**config.mk**
```make
export PLATFORM = sky130hd
export DESIGN_NAME = apb_wait_slave
export DESIGN_NICKNAME = d
export VERILOG_FILES = /design/src/rtl/bridge_pkg.sv /design/src/rtl/apb_slv_regfile.sv /design/src/rtl/apb_wait_slave.sv
export SDC_FILE = /design/constraint.sdc
export NUM_CORES = 1
export LEC_CHECK = 0
export CAP_MARGIN = 30
export CELL_PAD_IN_SITES_DETAIL_PLACEMENT = 1
export CELL_PAD_IN_SITES_GLOBAL_PLACEMENT = 2
export CORE_MARGIN = 2
export CORE_UTILIZATION = 47
export CTS_BUF_LIST = sky130_fd_sc_hd__clkbuf_8
export DETAILED_ROUTE_END_ITERATION = 16
export PLACE_DENSITY = 0.78
export SYNTH_ARGS = -nofsm -noshare
export SYNTH_HDL_FRONTEND = slang
export SYNTH_HIERARCHICAL = 1
export SYNTH_SLANG_ARGS = --single-unit
```
**constraint.sdc**
```tcl
create_clock -name HCLK -period 3.4 [get_ports HCLK]
set_input_delay 0.51 -clock HCLK [delete_from_list [all_inputs] [get_ports HCLK]]
set_output_delay 0.51 -clock HCLK [all_outputs]
set_load 0.005 [all_outputs]
```
**src/rtl/bridge_pkg.sv**
```systemverilog
// bridge_pkg: shared types and widths for the APB completers behind the AHB-to-APB bridge
package bridge_pkg;
   localparam int APB_DATA_W = 32;
   localparam int APB_ADDR_W = 32;
   typedef enum logic [1:0] {IDLE, WAIT, DONE} apb_slv_state_e;
endpackage

```
**src/rtl/apb_slv_regfile.sv**
```systemverilog
// apb_slv_regfile: DEPTH x 32 register array, cleared by reset
// Ports: HCLK/HRESET_n clock and async active-low reset; we/widx/wdata write port;
//        ridx/rdata combinational read port.
module apb_slv_regfile
   import bridge_pkg::*;
#(
   parameter int DEPTH = 16,
   parameter int IW    = 4
) (
   input  logic                  HCLK,
   input  logic                  HRESET_n,
   input  logic                  we,
   input  logic [IW-1:0]         widx,
   input  logic [APB_DATA_W-1:0] wdata,
   input  logic [IW-1:0]         ridx,
   output logic [APB_DATA_W-1:0] rdata
);
   logic [APB_DATA_W-1:0] mem [DEPTH];
   always_ff @(posedge HCLK or negedge HRESET_n)
      if (!HRESET_n)
         for (int i = 0; i < DEPTH; i++) mem[i] <= '0;
      else if (we)
         mem[widx] <= wdata;
   assign rdata = mem[ridx];
endmodule

```
**src/rtl/apb_wait_slave.sv**
```systemverilog
// apb_wait_slave: APB3 completer with a register bank and a fixed number of wait states
// Ports: HCLK/HRESET_n clock and async active-low reset; PSELx/PENABLE/PWRITE/PADDR/PWDATA
//        request from the bridge; PRDATA/PREADY/PSLVERR registered response.
module apb_wait_slave
   import bridge_pkg::*;
#(
   parameter int                    DEPTH       = 16,
   parameter int                    WAIT_CYCLES = 2,
   parameter logic [APB_ADDR_W-1:0] BASE_ADDR   = 32'h0000_0000
) (
   input  logic                  HCLK,
   input  logic                  HRESET_n,
   input  logic                  PSELx,
   input  logic                  PENABLE,
   input  logic                  PWRITE,
   input  logic [APB_ADDR_W-1:0] PADDR,
   input  logic [APB_DATA_W-1:0] PWDATA,
   output logic [APB_DATA_W-1:0] PRDATA,
   output logic                  PREADY,
   output logic                  PSLVERR
);
   localparam int IW = DEPTH > 1 ? $clog2(DEPTH) : 1;
   apb_slv_state_e        state;
   logic [3:0]            cnt;
   logic [IW-1:0]         idx;
   logic                  wr;
   logic                  ok;
   logic [APB_DATA_W-1:0] wd;
   logic                  setup;
   logic                  go_done;
   logic                  we;
   logic                  a_ok;
   logic                  d_ok;
   logic                  d_wr;
   logic [29:0]           woff;
   logic [IW-1:0]         ridx;
   logic [APB_DATA_W-1:0] rdata;
   assign setup   = PSELx && !PENABLE && state != WAIT;
   assign woff    = 30'((PADDR - BASE_ADDR) >> 2);
   assign a_ok    = PADDR >= BASE_ADDR && woff < 30'(DEPTH);
   assign go_done = setup ? WAIT_CYCLES == 0 : state == WAIT && PSELx && cnt == 4'd0;
   // With zero wait states DONE is entered on the setup edge, before the latched copies exist
   assign d_ok    = setup ? a_ok : ok;
   assign d_wr    = setup ? PWRITE : wr;
   assign ridx    = setup ? woff[IW-1:0] : idx;
   assign we      = state == DONE && PSELx && PENABLE && ok && wr;
   apb_slv_regfile #(.DEPTH(DEPTH), .IW(IW)) u_regfile (
      .HCLK    (HCLK),
      .HRESET_n(HRESET_n),
      .we      (we),
      .widx    (idx),
      .wdata   (wd),
      .ridx    (ridx),
      .rdata   (rdata)
   );
   always_ff @(posedge HCLK or negedge HRESET_n)
      if (!HRESET_n) begin
         state   <= IDLE;
         cnt     <= '0;
         idx     <= '0;
         wr      <= 1'b0;
         ok      <= 1'b0;
         wd      <= '0;
         PRDATA  <= '0;
         PREADY  <= 1'b0;
         PSLVERR <= 1'b0;
      end else begin
         PREADY  <= go_done;
         PSLVERR <= go_done && !d_ok;
         PRDATA  <= go_done && d_ok && !d_wr ? rdata : '0;
         if (setup) begin
            idx   <= woff[IW-1:0];
            wr    <= PWRITE;
            ok    <= a_ok;
            wd    <= PWDATA;
            state <= WAIT_CYCLES == 0 ? DONE : WAIT;
            cnt   <= WAIT_CYCLES == 0 ? 4'd0 : 4'(WAIT_CYCLES - 1);
         end else if (state == WAIT && PSELx) begin
            state <= cnt == 4'd0 ? DONE : WAIT;
            cnt   <= cnt == 4'd0 ? 4'd0 : cnt - 4'd1;
         end else
            state <= IDLE;
      end
endmodule

```
==> results.toml, run 1 <==
[global_routing]
antenna_found_initial = 1
grt_max_degree = 80
grt-ovfl-total = 0
grt_pass1_vias = 17400
grt_pass1_wl_um = 109000
gr-usage-all-layers = 0.261

[pwr]
leakage_nw = 14.7
power_density_nw_per_um2 = 542
peakVddDrop_v = 0.000390
total_power_mw = 16.4

[placed_design]
place_ws_ns = 0.00248
io_buffers = 100
dp_cells = 2413
detailedPlacementHpwl_um = 41900
finalWeightedCongestion = 0.766
placed_area_um2 = 28200

[setup_path]
required_ns = 3.97
startpoint_type = "register"
cp_max_fo = 25
path_class = "reg2reg"
end_kind = "register"
arrival_ns = 3.64

[outcome]
status = "finished, final reports clean"

[yosys]
synth_edf_count = 0
synth_seq_cells = 589
yosysWarnings = 6
synth_nets = 1751
netlist_area_um2 = 25800
syn_avg_cell_area_um2 = 15.3
ys_seq_area_frac = 0.572
synth.area.top_cells = "dfrtp_1 (57%), mux2_2 (22%), mux4_2 (11%), nand2_1 (2.2%), a22oi_1 (1.9%)"
synth_cell_types = 39
yosys.area.top_type = "dfrtp_1"
async_flop_share = 1.00
ys.flop_type = "dfrtp_1"
synthCells = 1680
synth_top_area_frac = 0.572

[finish]
num_antenna_cells = 0
final_cell_mix = "dfrtp_1 (589), mux2_2 (509), nand2_1 (147)"
register_area_um2 = 14700
nets = 1892
final_common_cell = "dfrtp_1"
instances_no_fill = 2583
area_delta_synth_final_pct = 17.4
drive_gt1_frac = 0.472
multi_input_comb_area_um2 = 10500
utilization = 0.559
n_fill_cell = 5003
final_area_um2 = 30200

[cts]
h-tree-depth = 3
cts_tree = "done"
cts-root-buf = "clkbuf_8"
cts_buffer_depth = 3
clock_latency_ns = 0.70
path_clk_slew_ns = 0.06
numCtsBuffers = 101
cts.sinks = 589

[floorplanning]
die_w_um = 238
die_area_um2 = 56700
core_um2 = 54000
initial_core_util = 0.477
rows = 85
fp.dieH_um = 238
io_pins = 103

[timing]
setup_tns_ns = 0
finalSetupViolations = 0
hold_viol_final = 0
rsz0062_at_grt = "no"
min_period_over_period = 0.903
hold_ws_ns = 0.342
slew_violations = 0
max_freq_mhz = 326
skew_ns = 0.0301
max_slew.worst_pin.slew_ns = 0.731
period_needed_ns = 3.07
finalWorstSetupSlack_ns = 0.329
slew_headroom = 0.513

[hold_path]
hp-class = "in2reg"

[route]
wl_per_cell_um = 27.5
avgViaCountPerCell = 5.94
first_pass_iters = 5
initialDrtViolationCount = 932
wl_um = 71100
drc_errors = 0
vias = 15400
ant_nets = 0

[job]
maxCapViolCount = 0
-- repair_timing --
action | in CTS | in global routing
gates resized for setup | 0 | 0
hold buffers | 1 | 0
buffers inserted | 0 | 0
endpoints found under the hold margin | 51 | 0
-- cell families after synthesis --
logic type               after synthesis  share of synthesized area
adder cells (fa/ha/maj)                2                   0.000971
buffers and inverters                147                     0.0253
multiplexers                         641                      0.336
AO/OA/AOI/OAI                         72                     0.0214
AND/OR/NAND/NOR                      228                     0.0435
XOR/XNOR                               1                   0.000340
flip-flops                           589                      0.572
-- report_power, final --
part	switching, mW	total [mW]	internal [mW]
sequential	0.683	7.85	7.16
clock	2.84	6.27	3.43
combinational	1.35	2.25	0.894
-- cell usage after synthesis, types with 2 or more instances --
library cell / count
dfrtp_1: 589
nand3b_1: 2
nor3_1: 8
mux4_2: 128
ha_1: 2
nor4_1: 5
inv_1: 4
and4_1: 28
nor2b_1: 3
o21ai_0: 4
and4_2: 4
nand3_1: 3
mux2_2: 509
nand2b_1: 4
buf_2: 62
buf_6: 3
a22oi_1: 64
nor2_1: 10
mux2_1: 3
clkbuf_1: 77
or3_1: 2
nand2_1: 149
-- sequential cells by signal, indices dropped and copies added (netlist names) --
| signal | cells |
|---|---|
| wr | 1 |
| PSLVERR | 1 |
| idx | 4 |
| state | 1 |
| u_regfile/mem | 512 |
| ok | 1 |
| wd | 32 |
| PRDATA | 32 |
| cnt | 4 |
| PREADY | 1 |
-- layer usage --
| metal | part of all wire | track usage |
|---|---|---|
| met3 | 0.036 | 0.0427 |
| met5 | 0 | 0 |
| met2 | 0.49 | 0.432 |
| met1 | 0.45 | 0.361 |
| met4 | 0.022 | 0.0712 |
-- final cells by class --
class,instances,area share
sequential,589,0.488
multi-input combinational,944,0.348
timing repair buffer,181,0.0699
clock buffer,132,0.0601
tap,696,0.0288
clock inverter,37,0.00534
inverter,4,0.000497
-- critical path, cell delays in order (launching register included) --
cell and delay (ns):
dfrtp_1 0.44, nor2b_1 0.41, or2_2 0.22, buf_4 0.11
nand2_1 0.08, nand2_4 0.20, buf_12 0.26, buf_12 0.21
mux4_2 0.52, a22oi_1 0.25, nand2_1 0.07, and4_1 0.14
-- worst paths after layout --
kind	from	endpoint	slack [ns]	cells past startpoint
hold / removal	PWDATA[8]	wd[8]$_DFFE_PN0P_	0.34	3
min in group asynchronous	HRESET_n	u_regfile/mem[125]$_DFFE_PN0P_	0.35	2
setup reg to reg	PREADY$_DFF_PN0_	PRDATA[24]$_DFF_PN0_	0.33	11
hold reg to reg	u_regfile/mem[506]$_DFFE_PN0P_	u_regfile/mem[506]$_DFFE_PN0P_	0.49	1
max in group asynchronous	HRESET_n	PRDATA[6]$_DFF_PN0_	1.94	4
setup / recovery	PREADY$_DFF_PN0_	PRDATA[24]$_DFF_PN0_	0.33	11
(Power assumes the default switching activity.)
==> run 2: changes to the inputs <==
- HOLD_SLACK_MARGIN: unset -> 0.06
==> results of run 2 <==
Same layout as run 1: the final DEF is identical, and so are final timing and power.
==> run 3: changes to the inputs <==
- CORE_UTILIZATION: 47 -> 50
- PLACE_DENSITY: 0.78 -> 0.83
- clock period: 3.4 -> 3.75 ns (I/O delays scaled with it)
==> results.toml, run 3 (synthesis results as in run 1) <==
[timing]
slew_headroom = 0.410
max_freq_mhz = 343
max_slew.worst_pin.slew_ns = 0.883
finalSetupViolations = 0
period_needed_ns = 2.91
hold_viol_final = 0
slew_violations = 0
min_period_over_period = 0.776
skew_ns = 0.0245
setup_tns_ns = 0
rsz0062_at_grt = "no"

[cts]
clock_latency_ns = 0.72
cts_buffer_depth = 3
cts.sinks = 589
path_clk_slew_ns = 0.06
numCtsBuffers = 98
h-tree-depth = 3
cts-root-buf = "clkbuf_8"
postCtsSetupRepairBufs = 0
cts_tree = "done"

[setup_path]
r2r_end = "PRDATA[11]$_DFF_PN0_"
r2r_cells = 10
end_kind = "register"
worst-path-stages = 10
path_class = "reg2reg"
critPathTopFamily = "simple AND/OR/NAND/NOR gates"
required_ns = 4.39
cp_max_fo = 19
rr_startpoint = "state[0]$_DFF_PN0_"
slowest_stage = "nor2b_4"
worst_path_largest_cell_delay_ns = 0.71
cp.buffers_inverters = 2
crit_chain = "nor2b_1 -> buf_4 -> or2_2 -> nand2_1 -> nand2_1 -> nor2b_4 -> buf_4 -> a22oi_1 -> nand2_1 -> and4_1"
startpoint = "state[0]$_DFF_PN0_"
cp_common_cell = "nand2_1"
arrival_ns = 3.55
regToRegSetupSlack_ns = 0.84
startpoint_type = "register"

[job]
maxCapViolCount = 0

[floorplanning]
die_w_um = 231
die_area_um2 = 53300
initial_core_util = 0.504
fp.dieH_um = 231
core_um2 = 51100
rows = 83
io_pins = 103

[pwr]
power.internal_mw = 10.4
power_density_nw_per_um2 = 493
p_seq_frac = 0.476
leakage_nw = 14.7
p_comb_frac = 0.131
peakVddDrop_v = 0.000293
swShare = 0.296
netSwitchingPower_mw = 4.40
clkPwrFrac = 0.393

[route]
drc_errors = 0
vias = 15300
wl_per_cell_um = 26.9
avgViaCountPerCell = 5.96
first_pass_iters = 5
ant_nets = 0
initialDrtViolationCount = 923
wl_um = 69100

[finish]
num_antenna_cells = 0
final_area_um2 = 30100
area_delta_synth_final_pct = 16.8
utilization = 0.589
top_regs = "u_regfile/mem (512), PRDATA (32), wd (32)"
nets = 1885
largest_register = "u_regfile/mem"
final_common_cell = "dfrtp_1"
final_cell_mix = "dfrtp_1 (589), mux2_2 (509), nand2_1 (147)"
largest_reg_flops = 512
drive_gt1_frac = 0.470

[placed_design]
placed_area_um2 = 28000
io_buffers = 100
detailedPlacementHpwl_um = 41200
finalWeightedCongestion = 0.739

[global_routing]
grt-ovfl-total = 0
antenna_found_initial = 1
grt_pass1_wl_um = 107000
grt_max_degree = 96
gr-usage-all-layers = 0.269
grt_pass1_vias = 17300

[hold_path]
hp-class = "in2reg"
whs_path_depth = 3
hp-start = "PWDATA[17]"
whs_endpoint = "wd[17]$_DFFE_PN0P_"

[outcome]
status = "finished, final reports clean"
run 3: cell count changes in the layout (fill, tap and decap cells not counted), sizes merged:
cell,previous run,this run
clkinv,4,7
clkinvlp,2,1
bufinv,0,3
clkbuf,132,125
inv,35,46
buf,81,77
run 3: layer usage:
layer,vias to the layer above,part of all wire,global-route usage
met5,-,0,0
met4,0,0.026,0.0843
met3,116,0.042,0.0490
met2,336,0.50,0.448
met1,8413,0.43,0.359
li1,6458,-,-
run 3: layout make-up:
cell class,instances,area (µm²)
well taps,680,851
multi-input cells,944,10500
repair buffers,177,1910
clock buffers,125,1720
fillers,4685,21000
flip-flops and latches,589,14700
inverters,4,15.0
clock inverters,53,328
run 3: how the worst max path moves through the flow:
stage | endpoint | slack (ns)
2_1_floorplan | PRDATA[0]$_DFF_PN0_ | 0.72
3_3_place_gp | PRDATA[26]$_DFF_PN0_ | 0.31
3_5_place_dp | PRDATA[11]$_DFF_PN0_ | 0.26
4_1_cts | PRDATA[11]$_DFF_PN0_ | 0.85
5_1_grt | PRDATA[30]$_DFF_PN0_ | 0.72
6_report | PRDATA[11]$_DFF_PN0_ | 0.84
run 3: power groups by stage:
stage | Clock (mW) | Sequential, mW | Combinational, mW
floorplan | 0 | 6.78 | 1.24
global placement | 0 | 7.13 | 1.95
detailed placement | 0 | 7.17 | 1.98
CTS | 5.98 | 7.06 | 1.98
global route | 6.27 | 7.11 | 2.08
finish | 5.83 | 7.07 | 1.95
run 3: worst reg2reg max path, cell delays in order (launching register included):
cell and delay, ns:
dfrtp_1 0.37, nor2b_1 0.13, buf_4 0.16, or2_2 0.38, nand2_1 0.10, nand2_1 0.11
nor2b_4 0.71, buf_4 0.44, a22oi_1 0.17, nand2_1 0.07, and4_1 0.20
run 3: stage by stage:
step | hold WS [ns] | total power, mW | cells | setup slack (ns)
5_1_grt | 0.364 | 15.5 | 2572 | 0.723
2_1_floorplan | 0.267 | 8.02 | 1680 | 0.725
4_1_cts | 0.320 | 15.0 | 2572 | 0.848
3_5_place_dp | 0.484 | 9.15 | 2393 | 0.260
6_report | 0.374 | 14.8 | 2572 | 0.839
3_3_place_gp | 0.473 | 9.09 | 2393 | 0.306
run 3: repair_timing:
action,4_1_cts,5_1_grt
endpoints found under the hold margin,81,0
hold buffers,1,0
gates resized for setup,0,0
